File: src/rtl/hazard_stall_controller_pkg.sv
// Shared types and constants for the hazard/stall controller and its busy counter.
package hazard_pkg;

  typedef enum logic {
    IDLE    = 1'b0,
    MD_BUSY = 1'b1
  } hz_state_e;

  localparam logic [4:0] REG_ZERO       = 5'd0;
  localparam int         MD_LATENCY_DEF = 4;
  // Wide enough for the largest legal MD_LATENCY-1 (14).
  localparam int         MD_CNT_W       = 4;

endpackage

File: src/rtl/hazard_stall_controller_if.sv
// Pipeline-side signal bundle of the hazard/stall controller.
interface hazard_stall_controller_if #(
  parameter int REG_W = 5,
  parameter int CNT_W = 16
);

  logic [REG_W-1:0] IF_ID_Rs;
  logic [REG_W-1:0] IF_ID_Rt;
  logic             ID_UsesRs;
  logic             ID_UsesRt;
  logic             ID_UsesHiLo;
  logic             ID_MulStart;
  logic             ID_EX_MemRead;
  logic [REG_W-1:0] ID_EX_Rt;
  logic             BranchTaken;
  logic             PCWrite;
  logic             IF_ID_Write;
  logic             IF_ID_Flush;
  logic             nop;
  logic             HiLoBusy;
  logic [CNT_W-1:0] StallCycles;

  modport master (
    output IF_ID_Rs, IF_ID_Rt, ID_UsesRs, ID_UsesRt, ID_UsesHiLo, ID_MulStart,
           ID_EX_MemRead, ID_EX_Rt, BranchTaken,
    input  PCWrite, IF_ID_Write, IF_ID_Flush, nop, HiLoBusy, StallCycles
  );

  modport slave (
    input  IF_ID_Rs, IF_ID_Rt, ID_UsesRs, ID_UsesRt, ID_UsesHiLo, ID_MulStart,
           ID_EX_MemRead, ID_EX_Rt, BranchTaken,
    output PCWrite, IF_ID_Write, IF_ID_Flush, nop, HiLoBusy, StallCycles
  );

endinterface

File: src/rtl/hazard_stall_controller_md_busy_counter.sv
// Loadable down-counter tracking how long a mult/div still owns Hi/Lo.
module md_busy_counter
  import hazard_pkg::*;
#(
  parameter int W = MD_CNT_W
) (
  input  logic         Clk,
  input  logic         Rst,
  input  logic         load,
  input  logic [W-1:0] load_val,
  output logic         busy,
  output logic         last
);

  logic [W-1:0] cnt_q, cnt_d;
  logic         busy_q, busy_d;

  always_comb begin
    cnt_d  = cnt_q;
    busy_d = busy_q;
    if (load) begin
      cnt_d  = load_val;
      busy_d = 1'b1;
    end else if (busy_q) begin
      // Busy drops on the edge where the count has already reached zero.
      if (cnt_q == '0) busy_d = 1'b0;
      else             cnt_d  = cnt_q - 1'b1;
    end
  end

  always_ff @(posedge Clk) begin
    if (!Rst) begin
      cnt_q  <= '0;
      busy_q <= 1'b0;
    end else begin
      cnt_q  <= cnt_d;
      busy_q <= busy_d;
    end
  end

  assign busy = busy_q;
  assign last = busy_q & (cnt_q == '0);

endmodule

File: src/rtl/hazard_stall_controller.sv
// Load-use / Hi-Lo stall and branch-squash sequencing for the MIPS pipeline,
// with a saturating stall-cycle counter.
module hazard_stall_controller
  import hazard_pkg::*;
#(
  parameter int MD_LATENCY = MD_LATENCY_DEF,
  parameter int REG_W      = 5,
  parameter int CNT_W      = 16
) (
  input logic                      Clk,
  input logic                      Rst,
  hazard_stall_controller_if.slave hz
);

  hz_state_e        state_q, state_d;
  logic [CNT_W-1:0] stall_cnt_q, stall_cnt_d;

  logic load_haz;
  logic hilo_haz;
  logic stall;
  logic md_issue;
  logic md_busy;
  logic md_last;

  // A load into $0 never produces a value, so it cannot create a hazard.
  assign load_haz = hz.ID_EX_MemRead
                  & (hz.ID_EX_Rt != REG_W'(REG_ZERO))
                  & ((hz.ID_UsesRs & (hz.IF_ID_Rs == hz.ID_EX_Rt))
                   | (hz.ID_UsesRt & (hz.IF_ID_Rt == hz.ID_EX_Rt)));

  assign hilo_haz = (state_q == MD_BUSY) & hz.ID_UsesHiLo;
  assign stall    = (load_haz | hilo_haz) & ~hz.BranchTaken;
  assign md_issue = (state_q == IDLE) & hz.ID_MulStart & ~stall & ~hz.BranchTaken;

  md_busy_counter #(
    .W (MD_CNT_W)
  ) u_md_cnt (
    .Clk      (Clk),
    .Rst      (Rst),
    .load     (md_issue),
    .load_val (MD_CNT_W'(MD_LATENCY - 1)),
    .busy     (md_busy),
    .last     (md_last)
  );

  always_comb begin
    state_d = state_q;
    case (state_q)
      IDLE:    if (md_issue) state_d = MD_BUSY;
      MD_BUSY: if (md_last)  state_d = IDLE;
      default: state_d = IDLE;
    endcase
  end

  always_comb begin
    stall_cnt_d = stall_cnt_q;
    if (stall && (stall_cnt_q != '1)) stall_cnt_d = stall_cnt_q + 1'b1;
  end

  always_ff @(posedge Clk) begin
    if (!Rst) begin
      state_q     <= IDLE;
      stall_cnt_q <= '0;
    end else begin
      state_q     <= state_d;
      stall_cnt_q <= stall_cnt_d;
    end
  end

  // Branch squash outranks any stall; everything is held low during reset.
  always_comb begin
    hz.PCWrite     = 1'b0;
    hz.IF_ID_Write = 1'b0;
    hz.IF_ID_Flush = 1'b0;
    hz.nop         = 1'b0;
    if (Rst) begin
      if (hz.BranchTaken) begin
        hz.PCWrite     = 1'b1;
        hz.IF_ID_Write = 1'b1;
        hz.IF_ID_Flush = 1'b1;
      end else if (!stall) begin
        hz.PCWrite     = 1'b1;
        hz.IF_ID_Write = 1'b1;
        hz.nop         = 1'b1;
      end
    end
  end

  assign hz.HiLoBusy    = Rst & md_busy;
  assign hz.StallCycles = stall_cnt_q;

endmodule

File: src/flat_wrapper.sv
// flat-port wrapper written by rule: the top's interface ports become plain ports
module hazard_stall_controller_flat import hazard_pkg::*;
#(
  parameter int MD_LATENCY = MD_LATENCY_DEF,
  parameter int REG_W      = 5,
  parameter int CNT_W      = 16
)
  (Clk, Rst, hz_IF_ID_Rs, hz_IF_ID_Rt, hz_ID_UsesRs, hz_ID_UsesRt, hz_ID_UsesHiLo, hz_ID_MulStart, hz_ID_EX_MemRead, hz_ID_EX_Rt, hz_BranchTaken, hz_PCWrite, hz_IF_ID_Write, hz_IF_ID_Flush, hz_nop, hz_HiLoBusy, hz_StallCycles);
  hazard_stall_controller_if #(.REG_W(REG_W), .CNT_W(CNT_W)) hz_i ();
  input logic Clk;
  input logic Rst;
  input wire logic [$bits(hz_i.IF_ID_Rs)-1:0] hz_IF_ID_Rs;
  input wire logic [$bits(hz_i.IF_ID_Rt)-1:0] hz_IF_ID_Rt;
  input wire logic [$bits(hz_i.ID_UsesRs)-1:0] hz_ID_UsesRs;
  input wire logic [$bits(hz_i.ID_UsesRt)-1:0] hz_ID_UsesRt;
  input wire logic [$bits(hz_i.ID_UsesHiLo)-1:0] hz_ID_UsesHiLo;
  input wire logic [$bits(hz_i.ID_MulStart)-1:0] hz_ID_MulStart;
  input wire logic [$bits(hz_i.ID_EX_MemRead)-1:0] hz_ID_EX_MemRead;
  input wire logic [$bits(hz_i.ID_EX_Rt)-1:0] hz_ID_EX_Rt;
  input wire logic [$bits(hz_i.BranchTaken)-1:0] hz_BranchTaken;
  output wire logic [$bits(hz_i.PCWrite)-1:0] hz_PCWrite;
  output wire logic [$bits(hz_i.IF_ID_Write)-1:0] hz_IF_ID_Write;
  output wire logic [$bits(hz_i.IF_ID_Flush)-1:0] hz_IF_ID_Flush;
  output wire logic [$bits(hz_i.nop)-1:0] hz_nop;
  output wire logic [$bits(hz_i.HiLoBusy)-1:0] hz_HiLoBusy;
  output wire logic [$bits(hz_i.StallCycles)-1:0] hz_StallCycles;
  assign hz_i.IF_ID_Rs = hz_IF_ID_Rs;
  assign hz_i.IF_ID_Rt = hz_IF_ID_Rt;
  assign hz_i.ID_UsesRs = hz_ID_UsesRs;
  assign hz_i.ID_UsesRt = hz_ID_UsesRt;
  assign hz_i.ID_UsesHiLo = hz_ID_UsesHiLo;
  assign hz_i.ID_MulStart = hz_ID_MulStart;
  assign hz_i.ID_EX_MemRead = hz_ID_EX_MemRead;
  assign hz_i.ID_EX_Rt = hz_ID_EX_Rt;
  assign hz_i.BranchTaken = hz_BranchTaken;
  assign hz_PCWrite = hz_i.PCWrite;
  assign hz_IF_ID_Write = hz_i.IF_ID_Write;
  assign hz_IF_ID_Flush = hz_i.IF_ID_Flush;
  assign hz_nop = hz_i.nop;
  assign hz_HiLoBusy = hz_i.HiLoBusy;
  assign hz_StallCycles = hz_i.StallCycles;
  hazard_stall_controller #(.MD_LATENCY(MD_LATENCY), .REG_W(REG_W), .CNT_W(CNT_W)) u_core (.Clk(Clk), .Rst(Rst), .hz(hz_i));
endmodule
File: config.mk
export PLATFORM = sky130hd
export DESIGN_NAME = hazard_stall_controller_flat
export DESIGN_NICKNAME = d
export VERILOG_FILES = /design/src/rtl/hazard_stall_controller_pkg.sv /design/src/rtl/hazard_stall_controller_if.sv /design/src/rtl/hazard_stall_controller_md_busy_counter.sv /design/src/rtl/hazard_stall_controller.sv /design/src/flat_wrapper.sv
export SDC_FILE = /design/constraint.sdc
export NUM_CORES = 1
export LEC_CHECK = 0
export CORE_MARGIN = 2
export CORE_UTILIZATION = 40
export DETAILED_ROUTE_END_ITERATION = 7
export PLACE_DENSITY = 0.72
export SYNTH_ARGS = -nofsm -noshare
export SYNTH_HDL_FRONTEND = slang
export SYNTH_SLANG_ARGS = --single-unit
File: constraint.sdc
create_clock -name Clk -period 5.3 [get_ports Clk]
set_clock_uncertainty 0.1 [all_clocks]
set_input_delay 0.795 -clock Clk [delete_from_list [all_inputs] [get_ports Clk]]
set_output_delay 0.795 -clock Clk [all_outputs]
set_load 0.05 [all_outputs]
# --- Word-level counts from Yosys, hierarchy flattened ---
# Cells that the tools add are included.
classes:
  n_addsub: 2
  eq_ne: 4
  n_mux: 16
  bitwise_logic: 18
  reduce_logical: 7
ops:
  columns: ["op", "count"]
  rows:
  - ["adder 16 x 1 -> 16 bit (second input constant)", 1]
  - ["!= test 16 bit (second input constant)", 1]
  - ["two-way mux 1 bit", 12]
  - ["AND 1 bit", 11]
  - ["equality test 5 bit", 2]
  - ["two-way mux 2 bit", 3]
  - ["inverter 1 bit", 5]
  - ["nonzero test 5 bit", 1]
  - ["zero test 4 bit", 1]
  - ["AND reduction 2 bit", 2]
  - ["subtractor 4 x 1 -> 4 bit (second input constant)", 1]
  - ["!= test 2 x 1 -> 1 bit (second input constant)", 1]
  - ["OR 1 bit", 2]
  - ["case mux 1 bit (2 select lines)", 1]
  - ["nonzero test 2 bit", 1]
  - ["OR reduction 2 bit", 1]
  - ["logical AND 1 bit", 1]
totals:
  reg_bits: 22
  input_bits: 23
  out_inout_bits: 21
  wordCells: 52

# --- Logic depth before layout (Yosys ltp) ---
logic_depth:
  depth_word: 11
  ltp_mapped: 9
  depth_no_buf: 7

# --- Hierarchy ---
# From an unflattened synthesis, not the netlist that was laid out.
unflattened:
  cells_unflattened: 166
  hier_area_um2: 1331.3
by_module_without_submodules:
  columns: ["mod", "n_inst", "cells_per_inst", "area_per_inst_um2", "seq_area_each_um2"]
  rows:
  - ["hazard_stall_controller", 1, 131, 1043.5, 340.3]
  - ["md_busy_counter", 1, 35, 287.8, 100.1]

# --- Worst setup path after synthesis ---
# OpenSTA, ideal clock, no wires.
synth_path:
  kind: "input-to-output"
  from: "input port hz_ID_EX_Rt[0]"
  to: "output port hz_PCWrite"
  t_arrival_ns: 2.868
  required_time_ns: 4.405
  slack_ns: 1.537
  cell_stages: 7
  n_path_buf: 1
  path_cell_list: "or4_1 o21ai_2 inv_1 a21boi_2 nor2_1 nor2_1 buf_4"
synth_between:
  elab_chain_cells: 9
  elab_cells_between_ends: 13
  classes_between: "eq/ne: 2; mux: 3; bitwise: 7; reduce/logical: 1"
synth_rtl:
  columns: ["element", "line", "rtl"]
  rows:
  - ["start, declared", "flat_wrapper.sv:19", "input wire logic [$bits(hz_i.ID_EX_Rt)-1:0] hz_ID_EX_Rt;"]
  - ["equality test 5 bit, on equally long branches", "hazard_stall_controller.sv:28, hazard_stall_controller.sv:29", null]
  - ["AND 1 bit, on equally long branches", "hazard_stall_controller.sv:28, hazard_stall_controller.sv:29", null]
  - ["OR 1 bit", "hazard_stall_controller.sv:29", "| (hz.ID_UsesRt & (hz.IF_ID_Rt == hz.ID_EX_Rt)));"]
  - ["AND 1 bit *", "hazard_stall_controller.sv:28", "& ((hz.ID_UsesRs & (hz.IF_ID_Rs == hz.ID_EX_Rt))"]
  - ["OR 1 bit *", "hazard_stall_controller.sv:32", "assign stall = (load_haz | hilo_haz) & ~hz.BranchTaken;"]
  - ["AND 1 bit *", "hazard_stall_controller.sv:32", null]
  - ["two-way mux 1 bit * (3 in a row)", null, null]
  - ["end, declared", "flat_wrapper.sv:21", "output wire logic [$bits(hz_i.PCWrite)-1:0] hz_PCWrite;"]
# Mark *: on every way between the ends. The rest lies on a longest branch, timed or not.

# --- Final worst setup path ---
layout_path:
  from: "input port hz_ID_EX_Rt[0]"
  to: "output port hz_IF_ID_Write"
layout_between:
  elab_chain_cells: 9
  elab_cells_between_ends: 13
  classes_between: "eq/ne: 2; mux: 3; bitwise: 7; reduce/logical: 1"
layout_rtl:
  columns: ["element", "line", "rtl"]
  rows:
  - ["equality test 5 bit, on equally long branches", "hazard_stall_controller.sv:28, hazard_stall_controller.sv:29", null]
  - ["AND 1 bit, on equally long branches", "hazard_stall_controller.sv:28, hazard_stall_controller.sv:29", null]
  - ["OR 1 bit", "hazard_stall_controller.sv:29", null]
  - ["AND 1 bit *", "hazard_stall_controller.sv:28", null]
  - ["OR 1 bit *", "hazard_stall_controller.sv:32", null]
  - ["AND 1 bit *", "hazard_stall_controller.sv:32", null]
  - ["two-way mux 1 bit *", "hazard_stall_controller.sv:81", "end else if (!stall) begin"]
  - ["two-way mux 1 bit *", "hazard_stall_controller.sv:77", "if (hz.BranchTaken) begin"]
  - ["two-way mux 1 bit *", "hazard_stall_controller.sv:76", "if (Rst) begin"]
  - ["end, declared", "flat_wrapper.sv:22", "output wire logic [$bits(hz_i.IF_ID_Write)-1:0] hz_IF_ID_Write;"]
# Marked as above.

==> impl_metrics.csv <==
group,metric,value,unit
floorplanning,die_area,0.00369,mm^2
floorplanning,core,0.00305,mm^2
timing,setup_viol,0,
clock_network,clk_latency,310,ps
worst_setup_path,critPathLaunchType,"primary input",
clock_network,post_cts_buffers,0,
global_routing,grt_pass1_wl,5.50,mm
route,drt-vias-per-instance,5.31,
final_layout,final_area,0.00176,mm^2
worst_setup_path,critPathCaptureType,"output port",
final_layout,finalNetCount,228,
route,post-route-drc-count,0,
worst_setup_path,crit_arrival,3420,ps
timing,worst_pin_slew,794,ps
run_status,status,"finished clean",
final_layout,area_delta_synth_final,36.7,%
floorplanning,start_util,42.1,%
worst_setup_path,crit_type,"in -> out",
timing,hold_violations,0,
clock_network,hold_buffers,0,
worst_setup_path,worstPathCellList,"clkdlybuf4s50_1 -> or4_1 -> o21ai_2 -> inv_1 -> a21boi_2 -> nor2_1 -> nor2_1 -> clkdlybuf4s50_1",
flow_run,cap_violations,0,
yosys,yosys_warnings,0,
global_routing,grt_pass1_vias,1262,
yosys,synth.top_cell.area_share,34.2,%
timing,tns,0,ps
clock_network,postCtsResizedCells,0,
global_routing,grt_use_total,19.4,%
worst_setup_path,cp_max_fo,10,
yosys,synth.area.top_cells,"dfxtp_1, xnor2_1, a21oi_1",
worst_setup_path,cp_slowest_stage_delay,830,ps
yosys,ys_ff_latch,22,
timing,timing.fmax,232,MHz
yosys,syn_area,0.00129,mm^2
final_layout,fin_util,57.6,%
timing,rsz0062_at_grt,"no",
route,routed_wl,3.17,mm
floorplanning,die_h,60.7,um
final_layout,num_antenna_cells,0,
place,dpl.hpwl,2.44,mm
route,routedWlPerCell,12.9,um
yosys,synth_nets,186,
clock_network,clk_path_buf_depth,2,
clock_network,cts_buffers,3,
floorplanning,die_w,60.7,um
timing,max_slew_margin,47.1,%
yosys,synth-seq-area-share,34.2,%
place,io_buffers,43,
route,dr.pass1.iters,4,
yosys,synth_largest_area_cell,"dfxtp_1",
yosys,synthCells,161,
clock_network,cts.sinks,22,
power,ir_drop,0.221,mV
timing,fin_crit,4310,ps
clock_network,ctsRootBufferMaster,"clkbuf_4",
yosys,postSynthAreaPerCell,7.99,um^2
power,leakagePower,0.571,nW
yosys,ys_types,34,
route,initialDrtViolationCount,38,
route,vias,1307,
worst_setup_path,critical_path_required,4410,ps
final_layout,drive_above_1_share,9.41,%
worst_setup_path,path_delay_family,"buffers and inverters",
clock_network,cts_tree,"built",
place,place_area,0.00172,mm^2
timing,fin_crit_sh,81.4,%
global_routing,overflow,0,
route,antenna_left,0,
timing,maxSlewViolCount,0,
global_routing,grt_max_degree,23,
clock_network,htree_levels,1,
final_layout,fillerInstances,307,
floorplanning,num_rows,20,
hold_path,hold_path_class,"reg -> reg",
power,power_density,190,mW/mm^2
worst_setup_path,slowest_stage,"clkdlybuf4s50_1",
worst_setup_path,cp_num_buf_inv,3,
clock_network,path_clk_slew,120,ps
place,routabilityCongestion,0.789,
global_routing,antenna_found_initial,0,
floorplanning,io_pins,44,
per-stage QoR:
step	setup slack [ps]	instances	hold slack (ps)	power, mW
floorplan	1540	161	347	0.218
global placement	1060	242	360	0.244
detailed placement	950	242	375	0.246
CTS	951	246	393	0.338
global route	786	246	434	0.353
finish	986	246	383	0.334
state kept, by name, indices dropped and copies added, names as in the netlist:
signal	cells
u_core.u_md_cnt.cnt_q	4
u_core.hz.StallCycles	16
u_core.state_q	1
u_core.u_md_cnt.busy	1
synth_stat cells (all sizes together):
cell type	n
clkbuf	3
o22ai	1
nor2	10
o211a	1
a21oi	16
a21boi	1
mux2i	2
and3	2
nor4	3
nand2b	1
nand4b	1
nand4	8
nand3	7
a31o	1
and4	1
inv	5
or4	3
o31ai	2
xor2	1
nor3	2
buf	3
ha	2
dfxtp	22
or3	13
and2	3
xnor2	12
nand2	20
o21ai	15
where the power goes:
part           internal (mW)  switching [mW]
Combinational         0.0331          0.0359
Clock                 0.0419          0.0503
Sequential             0.170         0.00340
worst paths after layout:
| kind | startpoint | to | slack [ps] | cells past startpoint |
|---|---|---|---|---|
| setup / recovery | hz_ID_EX_Rt[0] | hz_IF_ID_Write | 990 | 8 |
| setup reg to reg | u_core.hz.StallCycles[12]$_SDFFE_PN0P_ | u_core.hz.StallCycles[11]$_SDFFE_PN0P_ | 2920 | 6 |
| hold / removal | u_core.state_q$_SDFF_PN0_ | u_core.state_q$_SDFF_PN0_ | 380 | 2 |
| hold reg to reg | u_core.state_q$_SDFF_PN0_ | u_core.state_q$_SDFF_PN0_ | 380 | 2 |
layer usage:
| metal | global-route usage [%] | part of all wire, % | up-vias |
|---|---|---|---|
| met5 | 0 | 0 | - |
| li1 | - | - | 660 |
| met4 | 4.04 | 0.47 | 0 |
| met1 | 23.8 | 44 | 621 |
| met2 | 35.2 | 52 | 24 |
| met3 | 3.84 | 3.2 | 2 |
kinds of logic after synthesis:
kind of cell | count (synthesis) | synth area share [%]
simple gates | 74 | 30.9
compound gates | 37 | 17.1
flops | 22 | 34.2
xor+xnor | 13 | 8.85
buf+inv | 11 | 5.35
mux | 2 | 1.56
fa+ha+maj | 2 | 1.95
final cells by class:
class,instances,area [um^2],share of cell area (%)
Clock buffer,4,36.3,2.06
Inverter,5,18.8,1.07
Timing Repair Buffer,43,430,24.5
Sequential cell,22,440,25.1
Tap cell,44,55.1,3.13
Multi-Input combinational cell,128,777,44.2
cell usage in the layout, fill, tap and decap left out, types with 2 or more instances in the layout:
master           instances
nor4_1                   3
o21ai_0                 14
mux2i_1                  2
and2_1                   3
clkdlybuf4s50_1         43
a21oi_1                 15
or3_1                    4
or3_2                    9
nor3_1                   2
nand2_1                 20
o31ai_1                  2
inv_1                    5
nor2_1                  10
nand3_1                  7
xnor2_1                 12
dfxtp_1                 22
ha_1                     2
nand4_1                  8
and3_1                   2
clkbuf_4                 3
or4_1                    2
tightest hold or removal path, stage by stage (launching register included):
cell	delay [ps]
dfxtp_1	340
nand3_1	70
nand2_1	40
Power figures use the tool's default switching activity.
